File: src/rtl/pipe_ctrl.sv
// Stall/flush sequencer for the 5-stage pipeline: merges hazard requests with
// memory-wait and mult/div occupancy. Optional counters under PIPE_CTRL_PERF_EN.
module pipe_ctrl #(
  parameter int unsigned MD_CYCLES = 32,
  parameter int unsigned CNT_W     = 16
) (
  input  logic             clk,
  input  logic             rst_n,
  input  logic             load_use,
  input  logic             br_taken,
  input  logic             jump,
  input  logic             md_start,
  input  logic             dmem_req,
  input  logic             dmem_ready,
  output logic             pc_we,
  output logic             if_id_we,
  output logic             id_ex_we,
  output logic             ex_ma_we,
  output logic             ma_wb_we,
  output logic             if_id_flush,
  output logic             id_ex_flush,
  output logic             ex_ma_flush,
  output logic             md_busy,
  output logic             md_done,
  output logic [CNT_W-1:0] stall_cycles,
  output logic [CNT_W-1:0] flush_events
);

  localparam int unsigned MD_W = (MD_CYCLES > 1) ? $clog2(MD_CYCLES) : 1;

  typedef enum logic [1:0] {RUN, MEM_WAIT, MD_BUSY} state_t;

  state_t          state, state_nx;
  logic [MD_W-1:0] md_cnt, md_cnt_nx;

  logic mstall;
  logic md_last;
  logic pc_we_c, if_id_we_c, id_ex_we_c, ex_ma_we_c, ma_wb_we_c;
  logic if_id_flush_c, id_ex_flush_c, ex_ma_flush_c;

  assign mstall  = dmem_req & ~dmem_ready;
  assign md_last = (md_cnt == MD_W'(1));

  // State and mult/div down-counter
  always_ff @(posedge clk or negedge rst_n) begin
    if (!rst_n) begin
      state  <= RUN;
      md_cnt <= '0;
    end else begin
      state  <= state_nx;
      md_cnt <= md_cnt_nx;
    end
  end

  // Next state and per-stage enables/flushes
  always_comb begin
    state_nx      = state;
    md_cnt_nx     = md_cnt;
    pc_we_c       = 1'b0;
    if_id_we_c    = 1'b0;
    id_ex_we_c    = 1'b0;
    ex_ma_we_c    = 1'b0;
    ma_wb_we_c    = 1'b0;
    if_id_flush_c = 1'b0;
    id_ex_flush_c = 1'b0;
    ex_ma_flush_c = 1'b0;
    case (state)
      RUN: begin
        if (mstall) begin
          state_nx = MEM_WAIT;
        end else if (md_start) begin
          ex_ma_we_c    = 1'b1;
          ex_ma_flush_c = 1'b1;
          ma_wb_we_c    = 1'b1;
          md_cnt_nx     = MD_W'(MD_CYCLES - 1);
          state_nx      = MD_BUSY;
        end else begin
          pc_we_c    = 1'b1;
          if_id_we_c = 1'b1;
          id_ex_we_c = 1'b1;
          ex_ma_we_c = 1'b1;
          ma_wb_we_c = 1'b1;
          if (br_taken | jump) begin
            if_id_flush_c = 1'b1;
            id_ex_flush_c = 1'b1;
          end else if (load_use) begin
            pc_we_c       = 1'b0;
            if_id_we_c    = 1'b0;
            id_ex_flush_c = 1'b1;
          end
        end
      end
      MEM_WAIT: begin
        if (dmem_ready) begin
          ma_wb_we_c = 1'b1;
          state_nx   = RUN;
        end
      end
      MD_BUSY: begin
        // Last cycle lets the result through; a memory stall holds it at count 1
        ex_ma_flush_c = ~md_last;
        if (mstall) begin
          md_cnt_nx = md_last ? md_cnt : md_cnt - MD_W'(1);
        end else begin
          ex_ma_we_c = 1'b1;
          ma_wb_we_c = 1'b1;
          md_cnt_nx  = md_cnt - MD_W'(1);
          if (md_last) state_nx = RUN;
        end
      end
      default: begin
        state_nx  = RUN;
        md_cnt_nx = '0;
      end
    endcase
  end

  // Everything reads as zero while reset is held
  assign pc_we       = rst_n & pc_we_c;
  assign if_id_we    = rst_n & if_id_we_c;
  assign id_ex_we    = rst_n & id_ex_we_c;
  assign ex_ma_we    = rst_n & ex_ma_we_c;
  assign ma_wb_we    = rst_n & ma_wb_we_c;
  assign if_id_flush = rst_n & if_id_flush_c;
  assign id_ex_flush = rst_n & id_ex_flush_c;
  assign ex_ma_flush = rst_n & ex_ma_flush_c;
  assign md_busy     = rst_n & (state == MD_BUSY);
  assign md_done     = rst_n & (state == MD_BUSY) & md_last;

`ifdef PIPE_CTRL_PERF_EN
  logic [CNT_W-1:0] stall_q, flush_q;
  logic             flush_evt;

  // Only a branch/jump raises the IF/ID flush
  assign flush_evt = if_id_flush_c;

  // Saturating performance counters
  always_ff @(posedge clk or negedge rst_n) begin
    if (!rst_n) begin
      stall_q <= '0;
      flush_q <= '0;
    end else begin
      if (!pc_we_c && (stall_q != '1)) stall_q <= stall_q + CNT_W'(1);
      if (flush_evt && (flush_q != '1)) flush_q <= flush_q + CNT_W'(1);
    end
  end

  assign stall_cycles = stall_q;
  assign flush_events = flush_q;
`else
  assign stall_cycles = '0;
  assign flush_events = '0;
`endif

endmodule

File: config.mk
export PLATFORM = sky130hd
export DESIGN_NAME = pipe_ctrl
export DESIGN_NICKNAME = d
export VERILOG_FILES = /design/src/rtl/pipe_ctrl.sv
export SDC_FILE = /design/constraint.sdc
export NUM_CORES = 1
export LEC_CHECK = 0
export BUFFER_PORTS_ARGS = -buffer_cell sky130_fd_sc_hd__buf_2
export CORE_AREA = 2 2 49 51
export CTS_CLUSTER_DIAMETER = 150
export DETAILED_ROUTE_END_ITERATION = 10
export DIE_AREA = 0 0 51 53
export PLACE_DENSITY = 0.79
export SYNTH_ARGS = -nofsm -noshare
export SYNTH_HDL_FRONTEND = slang
export SYNTH_SLANG_ARGS = --single-unit
File: constraint.sdc
create_clock -name clk -period 1.77 [get_ports clk]
set_clock_uncertainty 0.05 [all_clocks]
set_input_delay 0.4425 -clock clk [delete_from_list [all_inputs] [get_ports clk]]
set_output_delay 0.4425 -clock clk [all_outputs]
set_load 0.02 [all_outputs]
Word-level counts from Yosys, hierarchy flattened --
Index checks and enable logic that the tools add are counted.
Word-level totals: bits of input ports 8, register bits 7, word-level logic and storage cells 66
Operators by class: add/subtract/negate cells 1, eq/ne operators 10, bitwise gates (word level) 14, mux-type cells 35, reduce and logical (&&, ||, !) cells 4
Operator list (number):
- $mux 1 | 22
- $mux 5 | 4
- $pmux 5 s3 | 1
- $and 1x1->1 | 10
- $mux 2 | 5
- $ne 2x2->1 const B | 5
- $reduce_and 4->1 | 2
- $ne 3x3->1 const B | 2
- $pmux 2 s3 | 1
- $eq 5x1->1 const B | 1
- $sub 5x1->5 const B | 1
- $pmux 1 s2 | 2
- $not 1->1 | 3
- $eq 2x1->1 const B | 1
- $eq 2x2->1 const B | 1
- $logic_not 2->1 | 1
- $reduce_or 2->1 | 1
- $or 1x1->1 | 1

Logic depth before layout (Yosys ltp) --
Gate-level depths: netlist of run 1.
depth after elaboration 6, mapped depth 6, gate-level depth less buffers 5

Worst setup path before layout of run 1 --
No wires, ideal clock.
path type register to output, start register state[0], end output pc_we, path buffers 1, data arrival time 1.711 ns, stages on the path, launching flop included 5, path slack -0.433 ns, path through dfrtp_1 -> nand2b_1 -> or4_1 -> a21oi_1 -> buf_4
On the way: word-level cells in the longest chain between the ends 3
RTL lines:
- from (decl) | line 33 | state_t state, state_nx;
- from (signal assigned) | line 50 | state <= state_nx;
- $logic_not 2->1
- $mux 1
- $and 1x1->1
- to (decl) | line 15 | output logic pc_we,
No other way between the ends.

Worst setup path in the final report of run 1 --
start register md_cnt[1], end output md_done
On the way: word-level cells in the longest chain between the ends 2
RTL lines:
- from (decl) | line 34 | logic [MD_W-1:0] md_cnt, md_cnt_nx;
- from (signal assigned) | line 51 | md_cnt <= md_cnt_nx;
- $eq 5x1->1 | line 42 | assign md_last = (md_cnt == MD_W'(1));
- $and 1x1->1 | line 128 | assign md_done = rst_n & (state == MD_BUSY) & md_last;
- to (decl) | line 24 | output logic md_done,
No other way between the ends.

==> results of run 1 <==
-- critical path, delay by kind of cell (launching register included) --
kind	cells	cell delay, ps
adder cells (fa/ha/maj)	1	120
flip-flops	1	410
buffers and inverters	2	230
AND/OR/NAND/NOR	2	630
-- layout make-up --
| cell class | count | share of cell area (%) |
|---|---|---|
| tap | 28 | 3.38 |
| inverter | 7 | 2.54 |
| multi-input combinational | 80 | 51.1 |
| timing repair buffer | 32 | 23.6 |
| sequential | 7 | 16.9 |
| clock buffer | 4 | 2.54 |
-- flip-flops by register name, indices dropped and copies added (netlist names) --
register,cells
state,2
md_cnt,5
-- cells in the mapped netlist --
cell       count  share of area (%)
or3_1          1               0.79
nand2b_1       3                2.4
or4_1          1               0.95
mux2i_1        1                1.3
nor2_1         7                3.3
clkbuf_1       1               0.47
dfrtp_1        7                 22
o311ai_0       1                1.1
o31a_1         1                1.1
nand2_1        4                1.9
buf_2          1               0.63
o211ai_1       1               0.95
o311a_1        1                1.3
o21ai_0        2                1.3
inv_1          7                3.3
nor3b_1        2                1.9
o2111ai_1      1                1.1
or2_2          1               0.79
buf_4         33                 31
a31oi_1        1               0.79
buf_6          2                2.8
a21oi_1        4                2.5
nor2b_1        4                3.2
nor3_1         4                2.5
o221ai_1       2                2.2
or4b_4         1                1.7
nand3b_1       1               0.95
o21bai_1       2                1.9
ha_1           2                3.2
conb_1         1               0.47
-- cell usage in the layout, fill, tap and decap left out, types with 2 or more instances in the layout --
cell type	count
dfrtp_1	7
buf_2	9
a21oi_1	2
nor2b_1	4
clkbuf_4	3
nand2b_1	2
conb_1	32
nor2_1	5
inv_2	2
ha_4	2
inv_1	5
buf_6	7
buf_4	16
nand2_1	3
nor3_1	3
-- power by group through the flow --
stage	combinational [mW]	clock, mW	sequential [mW]
final	0.868	0.151	0.288
after global routing	0.949	0.167	0.292
after CTS	0.838	0.152	0.285
after detailed placement	0.651	0	0.282
after global placement	0.623	0	0.274
after floorplan	0.488	0	0.291
-- path summary, 6_finish.rpt --
| check | to | cells past startpoint | slack, ps | startpoint |
|---|---|---|---|---|
| min in group clk | state[0]$_DFFE_PN0P_ | 2 | 340 | dmem_ready |
| max | md_done | 5 | -370 | md_cnt[1]$_DFFE_PN0P_ |
| min reg2reg | state[1]$_DFFE_PN0P_ | 2 | 560 | state[0]$_DFFE_PN0P_ |
| max reg2reg | md_cnt[1]$_DFFE_PN0P_ | 7 | -210 | md_cnt[1]$_DFFE_PN0P_ |
| max in group asynchronous | state[0]$_DFFE_PN0P_ | 2 | 1430 | rst_n |
| min | md_cnt[3]$_DFFE_PN0P_ | 2 | 110 | rst_n |
-- cell families (layout without fill, tap and decap cells) --
| kind of cell | Yosys count | after routing |
|---|---|---|
| AOI/OAI and AO/OA | 16 | 16 |
| DFF | 7 | 7 |
| buffers and inverters | 44 | 43 |
| adders and majority gates | 2 | 2 |
| and+or+nand+nor | 29 | 29 |
| other | 1 | 32 |
| muxes | 1 | 1 |
-- stage by stage --
stage	utilization (%)	area [µm²]	power, mW
5_1_grt	48.2	1040	1.41
4_1_cts	47.3	1020	1.28
6_report	48.2	1040	1.31
2_1_floorplan	-	947	0.778
3_5_place_dp	40.0	860	0.933
3_3_place_gp	40.0	860	0.897
-- timing repair --
action                                  CTS  global route
endpoints found under the setup margin   10            14
resized for setup                        23             7
pin swaps                                 8             6
setup buffers                             6             2
-- layer usage --
metal  GRT usage [%]  part of all wire, %  vias to the layer above
met3           0.847                  4.0                        4
met1            12.1                   34                      335
met2            25.5                   60                       27
li1                -                    -                      332
met5               0                    0                        -
met4            10.8                  2.5                        0
==> flow_metrics.py, run 1 <==
metrics = {
    "status": {
        "status": "complete, but fails checks",
        "failed_checks": "setup timing",
    },
    "floorplan": {
        "die_h_um": 53,
        "num_rows": 17,
        "ios": 50,
        "coreArea_um2": 2150,
        "die_w_um": 51,
        "start_util_pct": 36.9,
        "die_area_um2": 2700,
    },
    "synth": {
        "avgSynthCellArea_um2": 7.93,
        "syn_inst": 100,
        "synthAdderAreaFrac_pct": 3.15,
        "synthSimpleGateAreaFrac_pct": 20.3,
        "syn_area_um2": 793,
        "yosys_warnings": 0,
        "synth-seq-area-share_pct": 22.1,
        "synth_top_family_by_area": "buffers and inverters",
        "synth-compound-area-share_pct": 14.2,
        "synth_xor_area_share_pct": 0,
        "synth_seq_cells": 7,
        "ys_types": 30,
        "synth_mux_area_share_pct": 1.26,
    },
    "clock_tree": {
        "htreeDepth": 1,
        "numCtsBuffers": 3,
        "cts_tree": "yes",
        "hold_buffers": 0,
        "clkSinkCount": 7,
        "path_clk_slew_ps": 50,
        "cts-root-buf": "clkbuf_4",
        "cts_buffer_depth": 2,
        "clock_latency_ps": 260,
    },
    "place": {
        "place_inst": 149,
        "gp_congestion": 0.820,
        "io_buffers": 17,
        "dp_slack_ps": -186,
        "dp_hpwl_um": 1200,
    },
    "worst_setup_path": {
        "cp_max_fo": 3,
        "crit_slowest_cell": "or4b_4",
        "worst_path_largest_cell_delay_ps": 490,
        "criticalPathCategory": "reg -> out",
        "end_kind": "primary output",
        "cp-start-kind": "flop",
        "cp_data_required_time_ps": 1280,
        "critical_path_arrival_ps": 1650,
        "crit_chain": "inv_2, ha_4, or4b_4, nor3_4, buf_6",
    },
    "detailed_routing": {
        "wirelength_um": 1790,
        "wl_per_cell_um": 11.3,
        "vias": 698,
        "postRouteAntennaNets": 0,
        "route.detailed.drc": 0,
        "via_per_inst": 4.42,
        "drt-pass1-iter-count": 4,
        "drt-initial-drc-count": 20,
    },
    "layout": {
        "final-seq-area_um2": 175,
        "final_nets": 141,
        "antenna_cells": 0,
        "drive_gt1_share_pct": 40.0,
        "area_growth_pct": 30.6,
        "final_cells": 158,
        "fillers": 208,
        "multiInputGateArea_um2": 529,
    },
    "timing": {
        "report.final.hold_viol_count": 0,
        "slew_violations": 0,
        "holdWs_ps": 109,
        "finalCritPeriodShare_pct": 121,
        "setup_viol": 12,
        "worst_slack_ps": -370,
        "fmax_mhz": 467,
        "rsz0062_at_grt": "true",
        "finalCriticalPeriod_ps": 2140,
        "tns_ps": -2760,
    },
    "grt": {
        "gr-total-overflow": 0,
        "grt_antenna_before_repair": 0,
        "gr-usage-all-layers_pct": 13.0,
        "first_global_vias": 613,
        "grt_max_degree": 15,
        "grt_pass1_wl_um": 2550,
    },
    "pwr": {
        "sw_frac_of_total_pct": 43.7,
        "power.density_nw_per_um2": 1260,
        "clkPwrFrac_pct": 11.6,
        "peakVddDrop_mv": 0.695,
        "switchingPower_mw": 0.571,
        "power_leakage_nw": 0.516,
        "p_seq_share_pct": 22.0,
        "p_int_mw": 0.736,
        "combPwrFrac_pct": 66.4,
    },
    "hold_path": {
        "min_path_type": "in -> async",
    },
    "job": {
        "cap_violations": 0,
    },
}
No activity file was read; power rests on OpenSTA's default activity.
==> inputs of run 2 (changes only) <==
--- a/config.mk
+++ b/config.mk
@@ -6,11 +6,11 @@
 export NUM_CORES = 1
 export LEC_CHECK = 0
 export BUFFER_PORTS_ARGS = -buffer_cell sky130_fd_sc_hd__buf_2
-export CORE_AREA = 2 2 49 51
+export CORE_AREA = 2 2 54 56
 export CTS_CLUSTER_DIAMETER = 150
 export DETAILED_ROUTE_END_ITERATION = 10
-export DIE_AREA = 0 0 51 53
-export PLACE_DENSITY = 0.79
+export DIE_AREA = 0 0 56 58
+export PLACE_DENSITY = 0.68
 export SYNTH_ARGS = -nofsm -noshare
 export SYNTH_HDL_FRONTEND = slang
 export SYNTH_SLANG_ARGS = --single-unit
==> run 2 against run 1 <==
Against the previous run:
- the flow still finishes with violations (setup timing)
- routed wire length is 8.1% lower
- die area is 20% higher
- sequential cell count stayed put
- combinational power is 8.2% lower
- sequential power hardly changed
- power is 5.2% lower
- via count is 2.6% lower
- fmax is 0.79% higher
- critical path depth is 1 higher
- first-iteration DRC count is 40% lower
- sequential share of layout area is 0.061 points lower
- non-clock buffer count is 2 lower
- largest power group unchanged
==> flow_metrics.py, run 2 (synthesis results as in run 1) <==
metrics = {
    "worst_setup_path": {
        "timing.rr.start": "md_cnt[1]$_DFFE_PN0P_",
        "criticalPathCategory": "reg -> out",
        "crit_slowest_cell": "or4b_4",
        "crit_chain": "inv_2, ha_4, or4b_4, nand2_4, a21oi_2, buf_4",
        "worst_path_largest_cell_delay_ps": 510,
        "path_delay_family": "simple AND/OR/NAND/NOR gates",
        "cp_max_fo": 3,
        "ff2ff_path_depth": 7,
        "crit_buf_inv": 2,
        "cp_data_required_time_ps": 1280,
        "regToRegEndpoint": "md_cnt[0]$_DFFE_PN0P_",
        "cp-start-kind": "flop",
        "critical_path_arrival_ps": 1630,
        "end_kind": "primary output",
        "rrSetupSlack_ps": -190,
    },
    "timing": {
        "finalCriticalPeriod_ps": 2120,
        "report.final.hold_viol_count": 0,
        "rsz0062_at_grt": "true",
        "worst_slack_ps": -353,
        "tns_ps": -2630,
        "fmax_mhz": 471,
        "holdWs_ps": 80.2,
        "setup_viol": 11,
        "finalCritPeriodShare_pct": 120,
        "slew_violations": 0,
    },
    "clock_tree": {
        "hold_buffers": 0,
        "numCtsBuffers": 3,
        "clock_latency_ps": 260,
        "htreeDepth": 1,
        "path_clk_slew_ps": 60,
        "cts_tree": "yes",
        "clkSinkCount": 7,
        "cts_buffer_depth": 2,
        "cts-root-buf": "clkbuf_4",
    },
    "layout": {
        "final_area_um2": 1040,
        "area_growth_pct": 31.1,
        "final_common_cell": "conb_1",
        "antenna_cells": 0,
        "most-common-layout-cells": "32 x conb_1, 14 x buf_4, 9 x buf_6",
        "top_regs": "md_cnt (5), state (2)",
        "top_register": "md_cnt",
        "final_cells": 159,
        "fillers": 276,
        "drive_gt1_share_pct": 39.8,
        "final_nets": 139,
        "largest_reg_flops": 5,
    },
    "pwr": {
        "p_total_mw": 1.24,
        "power.density_nw_per_um2": 1190,
        "power_leakage_nw": 0.509,
        "peakVddDrop_mv": 0.603,
    },
    "floorplan": {
        "coreArea_um2": 2660,
        "die_w_um": 56,
        "start_util_pct": 29.8,
        "die_area_um2": 3250,
        "die_h_um": 58,
        "ios": 50,
        "num_rows": 19,
    },
    "status": {
        "failed_checks": "setup timing",
        "status": "complete, but fails checks",
    },
    "detailed_routing": {
        "drt-initial-drc-count": 12,
        "wl_per_cell_um": 10.3,
        "drt-pass1-iter-count": 4,
        "vias": 680,
        "via_per_inst": 4.28,
        "route.detailed.drc": 0,
        "wirelength_um": 1640,
        "postRouteAntennaNets": 0,
    },
    "grt": {
        "first_global_vias": 613,
        "grt_pass1_wl_um": 2590,
        "gr-usage-all-layers_pct": 10.2,
        "gr-total-overflow": 0,
        "grt_max_degree": 15,
        "grt_antenna_before_repair": 0,
    },
    "place": {
        "place_inst": 153,
        "place_area_um2": 871,
        "gp_congestion": 0.732,
        "io_buffers": 17,
        "dp_hpwl_um": 1250,
    },
    "job": {
        "cap_violations": 0,
    },
    "hold_path": {
        "min_path_type": "in -> async",
    },
}
run 2: through the flow:
| stage | util [%] | setup slack, ps |
|---|---|---|
| after global routing | 39.1 | -401 |
| final | 39.1 | -353 |
| after floorplan | - | -123 |
| after detailed placement | 32.7 | -180 |
| after CTS | 37.8 | -363 |
| after global placement | 32.7 | -167 |
run 2: worst max path at each step:
stage	start	to	slack, ps	cells after the start
after floorplan	state[0]$_DFFE_PN0P_	pc_we	-120	4
after global placement	dmem_req	if_id_we	-170	5
after detailed placement	dmem_req	if_id_we	-180	5
after CTS	md_cnt[1]$_DFFE_PN0P_	ex_ma_flush	-360	6
after global routing	md_cnt[1]$_DFFE_PN0P_	ex_ma_flush	-400	6
final	md_cnt[1]$_DFFE_PN0P_	ex_ma_flush	-350	6
run 2: where the power goes:
| group | switching, mW | internal [mW] |
|---|---|---|
| registers | 0.0536 | 0.233 |
| logic | 0.421 | 0.376 |
| clock network | 0.0693 | 0.0867 |
| total | 0.544 | 0.695 |
run 2: timing repair:
item,4_1_cts,5_1_grt
buffers inserted,3,0
pin swaps,7,2
setup endpoints to repair,11,16
gates resized for setup,26,11
run 2: cell type report:
class                   instances  area, µm²  area share, %
clock buffers                   4       26.3           2.53
inverters                       7       26.3           2.53
multi-input cells              80        532           51.1
flip-flops and latches          7        175           16.8
well taps                      31       38.8           3.73
repair buffers                 30        241           23.2
run 2: metal layers:
layer	vias to the layer above	wire (µm)	share of wire [%]	global-route usage, %
li1	327	-	-	-
met1	326	623	38	10.9
met2	24	910	55	18.7
met3	3	72	4.4	1.56
met4	0	38	2.3	6.46
met5	-	0	0	0
